### src/rtl/decimal_rx_parser_pkg.sv
// Shared definitions for the decimal line parser.
// ASCII byte constants and the parser state encoding.
package decimal_rx_parser_pkg;

    localparam logic [7:0] CHAR_LF    = 8'h0A;
    localparam logic [7:0] CHAR_CR    = 8'h0D;
    localparam logic [7:0] CHAR_MINUS = 8'h2D;
    localparam logic [7:0] CHAR_PLUS  = 8'h2B;
    localparam logic [7:0] CHAR_0     = 8'h30;
    localparam logic [7:0] CHAR_9     = 8'h39;

    typedef enum logic [1:0] {
        IDLE   = 2'd0,
        DIGITS = 2'd1,
        DRAIN  = 2'd2
    } state_t;

endpackage

### src/rtl/decimal_rx_parser_if.sv
// Byte-stream input and parsed-value output bundle.
// master drives bytes in, slave is the parser.
interface decimal_rx_parser_if;

    logic [7:0]  rx_data;
    logic        new_rx_data;
    logic [31:0] value;
    logic        isneg;
    logic        value_valid;
    logic        parse_error;
    logic        busy;

    modport master (
        output rx_data,
        output new_rx_data,
        input  value,
        input  isneg,
        input  value_valid,
        input  parse_error,
        input  busy
    );

    modport slave (
        input  rx_data,
        input  new_rx_data,
        output value,
        output isneg,
        output value_valid,
        output parse_error,
        output busy
    );

endinterface

### src/rtl/ascii_digit_decode.sv
// Combinational ASCII decimal digit classifier.
// Non-digit bytes report digit = 0.
module ascii_digit_decode
    import decimal_rx_parser_pkg::*;
(
    input  logic [7:0] ch,
    output logic       is_digit,
    output logic [3:0] digit
);

    assign is_digit = (ch >= CHAR_0) && (ch <= CHAR_9);
    assign digit    = is_digit ? ch[3:0] : 4'd0;

endmodule

### src/rtl/decimal_rx_parser.sv
// Line-oriented signed decimal parser for a received byte stream.
// Publishes a 32-bit magnitude plus sign on each well-formed line.
module decimal_rx_parser
    import decimal_rx_parser_pkg::*;
#(
    parameter int MAX_DIGITS = 10
) (
    input  logic                clk,
    input  logic                rst,
    decimal_rx_parser_if.slave  bus
);

    localparam int CW = $clog2(MAX_DIGITS + 1);

    state_t        state;
    logic [31:0]   acc;
    logic [CW-1:0] count;
    logic          neg;

    logic          is_digit;
    logic [3:0]    digit;
    logic          is_term;
    logic [35:0]   acc36;
    logic [35:0]   prod;

    ascii_digit_decode u_dec (
        .ch       (bus.rx_data),
        .is_digit (is_digit),
        .digit    (digit)
    );

    assign is_term  = (bus.rx_data == CHAR_LF) ||
                      (bus.rx_data == CHAR_CR);
    assign acc36    = {4'd0, acc};
    assign prod     = (acc36 << 3) + (acc36 << 1) +
                      {32'd0, digit};
    assign bus.busy = (state != IDLE);

    // Parser FSM: one byte per strobe, pulses and result registered.
    always_ff @(posedge clk) begin
        if (rst) begin
            state           <= IDLE;
            acc             <= 32'd0;
            count           <= '0;
            neg             <= 1'b0;
            bus.value       <= 32'd0;
            bus.isneg       <= 1'b0;
            bus.value_valid <= 1'b0;
            bus.parse_error <= 1'b0;
        end else begin
            bus.value_valid <= 1'b0;
            bus.parse_error <= 1'b0;
            if (bus.new_rx_data) begin
                unique case (state)
                    IDLE: begin
                        if (bus.rx_data == CHAR_MINUS) begin
                            neg   <= 1'b1;
                            state <= DIGITS;
                        end else if (bus.rx_data == CHAR_PLUS) begin
                            neg   <= 1'b0;
                            state <= DIGITS;
                        end else if (is_digit) begin
                            acc   <= {28'd0, digit};
                            count <= CW'(1);
                            state <= DIGITS;
                        end else if (!is_term) begin
                            state <= DRAIN;
                        end
                    end
                    DIGITS: begin
                        if (is_digit) begin
                            if (count == CW'(MAX_DIGITS) ||
                                prod[35:32] != 4'd0) begin
                                state <= DRAIN;
                            end else begin
                                acc   <= prod[31:0];
                                count <= count + 1'b1;
                            end
                        end else if (is_term) begin
                            if (count != '0) begin
                                bus.value       <= acc;
                                bus.isneg       <= neg;
                                bus.value_valid <= 1'b1;
                            end else begin
                                bus.parse_error <= 1'b1;
                            end
                            acc   <= 32'd0;
                            count <= '0;
                            neg   <= 1'b0;
                            state <= IDLE;
                        end else begin
                            state <= DRAIN;
                        end
                    end
                    DRAIN: begin
                        if (is_term) begin
                            bus.parse_error <= 1'b1;
                            acc             <= 32'd0;
                            count           <= '0;
                            neg             <= 1'b0;
                            state           <= IDLE;
                        end
                    end
                    default: begin
                        acc   <= 32'd0;
                        count <= '0;
                        neg   <= 1'b0;
                        state <= IDLE;
                    end
                endcase
            end
        end
    end

endmodule

### src/flat_wrapper.sv
// flat-port wrapper written by rule: the top's interface ports become plain ports
module decimal_rx_parser_flat import decimal_rx_parser_pkg::*;
#(
    parameter int MAX_DIGITS = 10
)
  (clk, rst, bus_rx_data, bus_new_rx_data, bus_value, bus_isneg, bus_value_valid, bus_parse_error, bus_busy);
  decimal_rx_parser_if bus_i ();
  input  logic clk;
  input  logic rst;
  input wire logic [$bits(bus_i.rx_data)-1:0] bus_rx_data;
  input wire logic [$bits(bus_i.new_rx_data)-1:0] bus_new_rx_data;
  output wire logic [$bits(bus_i.value)-1:0] bus_value;
  output wire logic [$bits(bus_i.isneg)-1:0] bus_isneg;
  output wire logic [$bits(bus_i.value_valid)-1:0] bus_value_valid;
  output wire logic [$bits(bus_i.parse_error)-1:0] bus_parse_error;
  output wire logic [$bits(bus_i.busy)-1:0] bus_busy;
  assign bus_i.rx_data = bus_rx_data;
  assign bus_i.new_rx_data = bus_new_rx_data;
  assign bus_value = bus_i.value;
  assign bus_isneg = bus_i.isneg;
  assign bus_value_valid = bus_i.value_valid;
  assign bus_parse_error = bus_i.parse_error;
  assign bus_busy = bus_i.busy;
  decimal_rx_parser #(.MAX_DIGITS(MAX_DIGITS)) u_core (.clk(clk), .rst(rst), .bus(bus_i));
endmodule
### config.mk
export PLATFORM = sky130hd
export DESIGN_NAME = decimal_rx_parser_flat
export DESIGN_NICKNAME = d
export VERILOG_FILES = /design/src/rtl/decimal_rx_parser_pkg.sv /design/src/rtl/decimal_rx_parser_if.sv /design/src/rtl/ascii_digit_decode.sv /design/src/rtl/decimal_rx_parser.sv /design/src/flat_wrapper.sv
export SDC_FILE = /design/constraint.sdc
export NUM_CORES = 1
export LEC_CHECK = 0
export ABC_AREA = 1
export CAP_MARGIN = 10
export CELL_PAD_IN_SITES_DETAIL_PLACEMENT = 0
export CELL_PAD_IN_SITES_GLOBAL_PLACEMENT = 1
export CORE_ASPECT_RATIO = 2
export CORE_MARGIN = 8
export CORE_UTILIZATION = 45
export CTS_BUF_LIST = sky130_fd_sc_hd__clkbuf_4 sky130_fd_sc_hd__clkbuf_8 sky130_fd_sc_hd__clkbuf_16
export CTS_CLUSTER_SIZE = 12
export DETAILED_ROUTE_END_ITERATION = 6
export GPL_TIMING_DRIVEN = 1
export PLACE_DENSITY_LB_ADDON = 0.1
export SLEW_MARGIN = 5
export SYNTH_ARGS = -nofsm -noshare
export SYNTH_HDL_FRONTEND = slang
export SYNTH_SLANG_ARGS = --single-unit
### constraint.sdc
create_clock -name clk -period 10.4 [get_ports clk]
set_input_delay 2.6 -clock clk [delete_from_list [all_inputs] [get_ports clk]]
set_output_delay 2.6 -clock clk [all_outputs]
set_load 0.01 [all_outputs]
==> out/qor.csv, run 1 <==
metric,value,unit
synth_top_area_cell,dfxtp_1,
dr.pass1.iters,5,
ir_drop,0.0892,mV
worst_pin_slew,1.04,ns
synth_top_area_share,22.5,%
layout_setup_ws,4.18,ns
p_per_area,89.5,nW/um2
die_area,19000,um2
dp_hpwl,16700,um
yosysSeqAreaShare,22.5,%
placed_cells,1304,
crit_top_cell,nand2_1,
cp_max_fo,37,
layout.cells.non_filler,1320,
synth-edff-count,0,
port-buffer-count,46,
start_util,45.8,%
grt_pass1_wl,35200,um
hold_path.class,reg2reg,
layout_commonest_cell,nand2_1,
async_reset_ff_share,0,%
wl,21800,um
clk_latency,0.35,ns
track_usage,24.0,%
final_area,7450,um2
max-cap-violations,0,
gr-total-overflow,0,
final_cell_mix,"nand2_1, inv_1, a21oi_1, dfxtp_1",
placed_area,7130,um2
fmax,161,MHz
worstSetupPathType,in2reg,
period_share,59.8,%
numCtsBuffers,9,
finalSetupViolations,0,
ys_ff_latch,74,
cts_max_level,3,
post-route-min-period,6.22,ns
drc,0,
cp-end-kind,flop,
gp_congestion,0.939,
antenna_cells,0,
grt_pass1_vias,6818,
cpMaxStageDelayCell,clkdlybuf4s50_1,
syn_nets,1178,
die_y,187,um
fin_nets,1206,
ff2ff_path_depth,20,
cts_hold_buf,0,
wire_per_inst,16.5,um
dp_slack,3.81,ns
ant_nets,0,
rows,62,
worstPathRequired,10.69,ns
cts.sinks,74,
hold_viol,0,
grt_max_degree,44,
avgSynthCellArea,6.00,um2
coreArea,14400,um2
drt_iter0_markers,419,
start_kind,primary input,
post_cts_buffers,0,
yosys_warnings,0,
synth.area.top_cells,"dfxtp_1, nand2_1, ha_1",
cpPeakStageDelay,0.50,ns
p_leak,3.60,nW
vias,6807,
nFillCells,1580,
cts_tree,built,
io_pins,47,
ctsLongestPathBuffers,2,
root_buffer,clkbuf_16,
ys_types,38,
drive_gt1_share,4.34,%
crit_arrival,6.51,ns
die_x,101,um
synth_area,6570,um2
relSlewSlack,30.3,%
cts.repair.resized,0,
synthCells,1095,
rsz0062_at_grt,no,
antenna_found_initial,0,
status,"finished, final reports clean",
ys.flop_type,dfxtp_1,
area_growth,13.3,%
timing.setup.tns,0,ns
clk_pin_slew_worst_paths,0.07,ns
hold_depth,2,
avgViaCountPerCell,5.16,
drv_slew,0,
skew,0.00661,ns
[stage by stage]
step	hold slack, ns	utilization, %	total power, mW
2_1_floorplan	0.441	-	0.323
3_3_place_gp	0.432	49.7	0.341
3_5_place_dp	0.438	49.7	0.341
4_1_cts	0.447	51.9	0.674
5_1_grt	0.467	51.9	0.688
6_report	0.441	51.9	0.666
[state kept, by name, indices dropped and copies added, names as in the netlist]
register,flops
u_core.acc,32
u_core.bus.value,32
u_core.count,4
u_core.state,2
u_core.bus.isneg,1
u_core.bus.parse_error,1
u_core.bus.value_valid,1
u_core.neg,1
[worst max-delay path, delay by kind of cell]
family | cells | cell delay, ns
AND/OR/NAND/NOR | 20 | 2.41
adder cells (fa/ha/maj) | 3 | 0.79
buffers and inverters | 3 | 0.69
[synth_stat cells (all sizes together) (2+ instances only)]
cell type	number
nor4	2
nor2	75
nand3	74
nand4	4
nand3b	8
nor3	5
buf	12
o21ai	52
dfxtp	74
inv	183
nand2	354
clkbuf	21
a31oi	4
xor2	2
clkinv	2
ha	70
fa	2
a21oi	141
[final cells by class]
class | instances | area (um2) | area share (%)
repair buffers | 50 | 490 | 6.59
clock inverters | 7 | 86.3 | 1.16
clock buffers | 9 | 225 | 3.02
inverters | 185 | 694 | 9.33
flip-flops and latches | 74 | 1480 | 19.9
multi-input cells | 803 | 4230 | 56.8
well taps | 192 | 240 | 3.23
[cell families after synthesis]
kind of cell	synth area share (%)
DFF	22.5
AOI/OAI and AO/OA	16.0
and+or+nand+nor	33.8
buffers and inverters	13.3
adders and majority gates	13.9
xor gates and xnor gates	0.400
[report_power, final]
group | switching [mW] | internal [mW] | total, mW
Clock | 0.141 | 0.191 | 0.332
Sequential | 0.00200 | 0.284 | 0.286
Combinational | 0.0341 | 0.0143 | 0.0483
Total | 0.177 | 0.490 | 0.666
[layer usage]
metal | up-vias | share of wire [%] | GRT usage, %
met3 | 66 | 3.3 | 3.28
met2 | 151 | 54 | 44.8
met1 | 3060 | 38 | 23.9
met5 | - | 0 | 0
met4 | 0 | 5.2 | 14.0
li1 | 3530 | - | -
[path summary, 6_finish.rpt]
kind | startpoint | slack, ns | to
hold / removal | u_core.bus.value[14] | 0.44 | u_core.bus.value[14]
setup / recovery | bus_rx_data[5] | 4.18 | u_core.acc[22]
hold reg to reg | u_core.bus.value[14] | 0.44 | u_core.bus.value[14]
setup reg to reg | u_core.acc[0] | 7.01 | u_core.acc[22]
(Power assumes the default switching activity.)
==> run 2: changes to the inputs <==
--- a/config.mk
+++ b/config.mk
@@ -11,7 +11,7 @@
 export CELL_PAD_IN_SITES_GLOBAL_PLACEMENT = 1
 export CORE_ASPECT_RATIO = 2
 export CORE_MARGIN = 8
-export CORE_UTILIZATION = 45
+export CORE_UTILIZATION = 42
 export CTS_BUF_LIST = sky130_fd_sc_hd__clkbuf_4 sky130_fd_sc_hd__clkbuf_8 sky130_fd_sc_hd__clkbuf_16
 export CTS_CLUSTER_SIZE = 12
 export DETAILED_ROUTE_END_ITERATION = 6
==> constraint.sdc (replaced) <==
create_clock -name clk -period 6 [get_ports clk]
set_input_delay 1.5 -clock clk [delete_from_list [all_inputs] [get_ports clk]]
set_output_delay 1.5 -clock clk [all_outputs]
set_load 0.01 [all_outputs]
==> out/qor.csv, run 2 (synthesis results as in run 1) <==
metric,value,unit
port-buffer-count,46,
worst_pin_slew,1.02,ns
crit_top_cell,nand2_1,
fmax,193,MHz
post-route-min-period,5.18,ns
io_pins,47,
layout_commonest_cell,nand2_1,
antenna_cells,0,
worstPathRequired,6.29,ns
dp_slack,0.503,ns
cp_top_family,simple AND/OR/NAND/NOR gates,
pwr-share-comb,7.2,%
placed_cells,1314,
internal_power,846,uW
die_area,20100,um2
rsz0062_at_grt,no,
hold_viol,0,
numCtsBuffers,9,
start_util,43.0,%
crit_buf_inv,3,
gp_congestion,0.910,
crit_arrival,5.47,ns
post_cts_buffers,0,
rows,64,
placed_area,7170,um2
final_cell_mix,"nand2_1, inv_1, a21oi_1, dfxtp_1",
drv_slew,0,
swShare,25.6,%
grt_max_degree,40,
coreArea,15300,um2
skew,0.00959,ns
final_util,48.8,%
status,"finished, final reports clean",
p_leak,3.62,nW
start_kind,primary input,
dr.pass1.iters,4,
timing.setup.tns,0,ns
fin_nets,1210,
clk_latency,0.35,ns
cts.sinks,74,
drt_iter0_markers,414,
cts_max_level,3,
hold_path.class,reg2reg,
power_frac_seq,43.6,%
grt_pass1_wl,36500,um
drive_gt1_share,4.59,%
ctsLongestPathBuffers,2,
die_y,193,um
relSlewSlack,32.0,%
period_share,86.3,%
finalSetupViolations,0,
layout.cells.non_filler,1330,
area_growth,13.7,%
clk_pin_slew_worst_paths,0.07,ns
vias,6902,
largestRegisters,"u_core.acc x32, u_core.bus.value x32, u_core.count x4",
netSwitchingPower,292,uW
die_x,104,um
final_area,7470,um2
cpPeakStageDelay,0.50,ns
cp_max_fo,37,
gr-total-overflow,0,
layout_setup_ws,0.820,ns
wire_per_inst,17.2,um
cpMaxStageDelayCell,clkdlybuf4s50_1,
drc,0,
antenna_found_initial,0,
cp-end-kind,flop,
pwr-share-clk,49.2,%
cts.repair.resized,0,
avgViaCountPerCell,5.19,
worstSetupPathType,in2reg,
p_per_area,152,nW/um2
cts_hold_buf,0,
root_buffer,clkbuf_16,
dp_hpwl,17900,um
ant_nets,0,
r2r_slack,2.59,ns
max-cap-violations,0,
track_usage,23.1,%
wl,22900,um
ir_drop,0.170,mV
grt_pass1_vias,6936,
cts_tree,built,
==> run 2: changes by cell type in the layout (fill, tap and decap cells not counted), sizes merged <==
cell    change
buf         +4
clkbuf      +1
inv         -1
==> run 2: worst reg2reg max path: stages (launching register included) <==
cell	delay (ns)
dfxtp_1	0.38
fa_1	0.59
inv_1	0.07
fa_1	0.41
inv_1	0.14
nand2_1	0.09
nand2_1	0.09
nand3_1	0.11
nand2_2	0.14
nand2_2	0.06
nand2_2	0.11
nand2_2	0.06
nand3_1	0.06
nand2_1	0.07
nor2_2	0.14
nand2_4	0.09
nand2_8	0.22
nand2_8	0.24
nand2_1	0.13
nand2_1	0.05
nor2_1	0.12
==> run 2: worst paths after layout <==
check                                           from                   end  depth (start not counted)
worst max-delay path                  bus_rx_data[5]        u_core.acc[22]                         26
worst min-delay path            u_core.bus.value[12]  u_core.bus.value[12]                          2
worst min register to register  u_core.bus.value[12]  u_core.bus.value[12]                          2
worst max register to register         u_core.acc[0]        u_core.acc[22]                         20
==> run 2: layer usage <==
metal	vias to the layer above	GRT usage, %	share of wire (%)
met3	57	3.08	3.1
met1	3127	22.2	37
li1	3548	-	-
met4	0	15.0	5.4
met2	170	44.7	54
met5	-	0	0
==> run 2: power groups by stage <==
stage | clock [mW] | combinational, mW | sequential (mW)
floorplan | 0 | 0.0548 | 0.506
global placement | 0 | 0.0811 | 0.508
detailed placement | 0 | 0.0812 | 0.508
CTS | 0.572 | 0.0817 | 0.496
global route | 0.593 | 0.0903 | 0.497
finish | 0.560 | 0.0819 | 0.496
==> run 2: final cells by class <==
type | instances | area [um2]
clock buffer | 10 | 233
clock inverter | 6 | 65.1
fill | 1668 | 7830
inverter | 185 | 694
multi-input combinational | 803 | 4230
sequential | 74 | 1480
tap | 198 | 248
timing repair buffer | 54 | 520
==> run 2: metrics by stage <==
step / hold slack (ns) / total power, mW
floorplan: 0.441 / 0.561
global placement: 0.433 / 0.589
detailed placement: 0.437 / 0.589
CTS: 0.447 / 1.15
global route: 0.465 / 1.18
finish: 0.442 / 1.14
==> run 3: changes to the inputs <==
--- a/config.mk
+++ b/config.mk
@@ -13,6 +13,7 @@
 export CORE_MARGIN = 8
 export CORE_UTILIZATION = 42
 export CTS_BUF_LIST = sky130_fd_sc_hd__clkbuf_4 sky130_fd_sc_hd__clkbuf_8 sky130_fd_sc_hd__clkbuf_16
+export CTS_CLUSTER_DIAMETER = 30
 export CTS_CLUSTER_SIZE = 12
 export DETAILED_ROUTE_END_ITERATION = 6
 export GPL_TIMING_DRIVEN = 1
==> constraint.sdc (replaced) <==
create_clock -name clk -period 5.7 [get_ports clk]
set_input_delay 1.425 -clock clk [delete_from_list [all_inputs] [get_ports clk]]
set_output_delay 1.425 -clock clk [all_outputs]
set_load 0.01 [all_outputs]
==> out/qor.csv, run 3 (synthesis results as in run 1) <==
metric,value,unit
cts_hold_buf,0,
cp_top_family,simple AND/OR/NAND/NOR gates,
wire_per_inst,17.0,um
cp_max_fo,37,
worstSetupPathType,in2reg,
vias,6881,
die_y,193,um
largestRegisters,"u_core.acc x32, u_core.bus.value x32, u_core.count x4",
crit_buf_inv,3,
cts.sinks,74,
cp.depth,26,
post_cts_buffers,0,
coreArea,15300,um2
status,"finished, final reports clean",
cp-end-kind,flop,
wl_met2,12500,um
numCtsBuffers,9,
skew,0.00586,ns
cpPeakStageDelay,0.50,ns
ant_nets,0,
drt_iter0_markers,389,
avgViaCountPerCell,5.17,
die_x,104,um
ir_drop,0.162,mV
antenna_cells,0,
gr-total-overflow,0,
relSlewSlack,33.5,%
clk_pin_slew_worst_paths,0.06,ns
ctsLongestPathBuffers,2,
period_share,85.0,%
p_total,1.25,mW
dr.pass1.iters,5,
area_growth,14.3,%
grt_pass1_vias,6917,
grt_max_degree,40,
critPathLaunch,bus_rx_data[5],
track_usage,23.0,%
port-buffer-count,46,
fin_nets,1212,
timing.rr.end,u_core.acc[22],
final_util,49.1,%
cpMaxStageDelayCell,clkdlybuf4s50_1,
p_leak,3.63,nW
clk_latency,0.35,ns
drive_gt1_share,4.76,%
gp_congestion,0.899,
rr_startpoint,u_core.acc[0],
max-cap-violations,0,
root_buffer,clkbuf_16,
crit_arrival,5.13,ns
final_cell_mix,"nand2_1, inv_1, a21oi_1, dfxtp_1",
top_layer_used,met4,
antenna_found_initial,0,
drc,0,
io_pins,47,
timing.setup.tns,0,ns
hold_path.class,reg2reg,
drv_slew,0,
dp_hpwl,17900,um
wl_met3,546,um
hold_viol,0,
post-route-min-period,4.85,ns
crit_top_cell,nand2_1,
route.layer.met1.wl,8380,um
worst_pin_slew,0.996,ns
fmax,206,MHz
die_area,20100,um2
finalSetupViolations,0,
worstPathRequired,5.98,ns
rows,64,
wl,22700,um
p_per_area,166,nW/um2
cts_tree,built,
start_kind,primary input,
hold_depth,2,
cts_max_level,3,
ff2ff_path_depth,20,
crit_end,u_core.acc[22],
rsz0062_at_grt,no,
grt_pass1_wl,36300,um
layout_commonest_cell,nand2_1,
cts.repair.resized,0,
r2r_slack,2.33,ns
start_util,43.0,%
-- run 3: worst register-to-register path: stages (launching register included) --
cell	delay, ns
dfxtp_1	0.38
fa_1	0.59
inv_1	0.07
fa_1	0.41
inv_1	0.15
nand2_1	0.09
nand2_1	0.10
nand3_1	0.09
nand2_2	0.13
nand2_2	0.07
nand2_2	0.11
nand2_2	0.07
nand3_1	0.07
nand2_1	0.07
nor2_2	0.14
nand2_4	0.08
nand2_8	0.17
nand2_8	0.21
nand2_1	0.12
nand2_1	0.05
nor2_1	0.14
-- run 3: worst min-delay path by stage --
stage	from	to
6_report	u_core.bus.value[12]	u_core.bus.value[12]
3_3_place_gp	u_core.bus.value[15]	u_core.bus.value[15]
4_1_cts	u_core.bus.value[17]	u_core.bus.value[17]
2_1_floorplan	u_core.neg	u_core.neg
5_1_grt	u_core.bus.value[17]	u_core.bus.value[17]
3_5_place_dp	u_core.bus.value[9]	u_core.bus.value[9]
-- run 3: final cells by class --
cell class	count	area [um2]
Timing Repair Buffer	56	536
Tap cell	198	248
Fill cell	1763	7780
Multi-Input combinational cell	803	4230
Inverter	185	694
Clock buffer	10	239
Clock inverter	6	88.8
Sequential cell	74	1480
-- run 3: per-stage QoR --
stage          area [um2]  hold WS [ns]  cells  setup WS [ns]
3_3_place_gp         7180         0.433   1316          0.530
4_1_cts              7510         0.449   1332          0.845
2_1_floorplan        6570         0.441   1095           1.46
3_5_place_dp         7180         0.438   1316          0.494
5_1_grt              7510         0.465   1332          0.480
6_report             7510         0.446   1332          0.853
-- run 3: layer usage --
metal / up-vias / track usage, %
met5: - / 0
met4: 0 / 14.1
met3: 55 / 2.81
met2: 127 / 45.8
met1: 3142 / 21.7
li1: 3557 / -
-- run 3: power by group --
part,leakage [nW],switching [mW],internal [mW]
Clock,0.155,0.243,0.396
Combinational,2.88,0.0599,0.0262
Sequential,0.596,0.00353,0.519
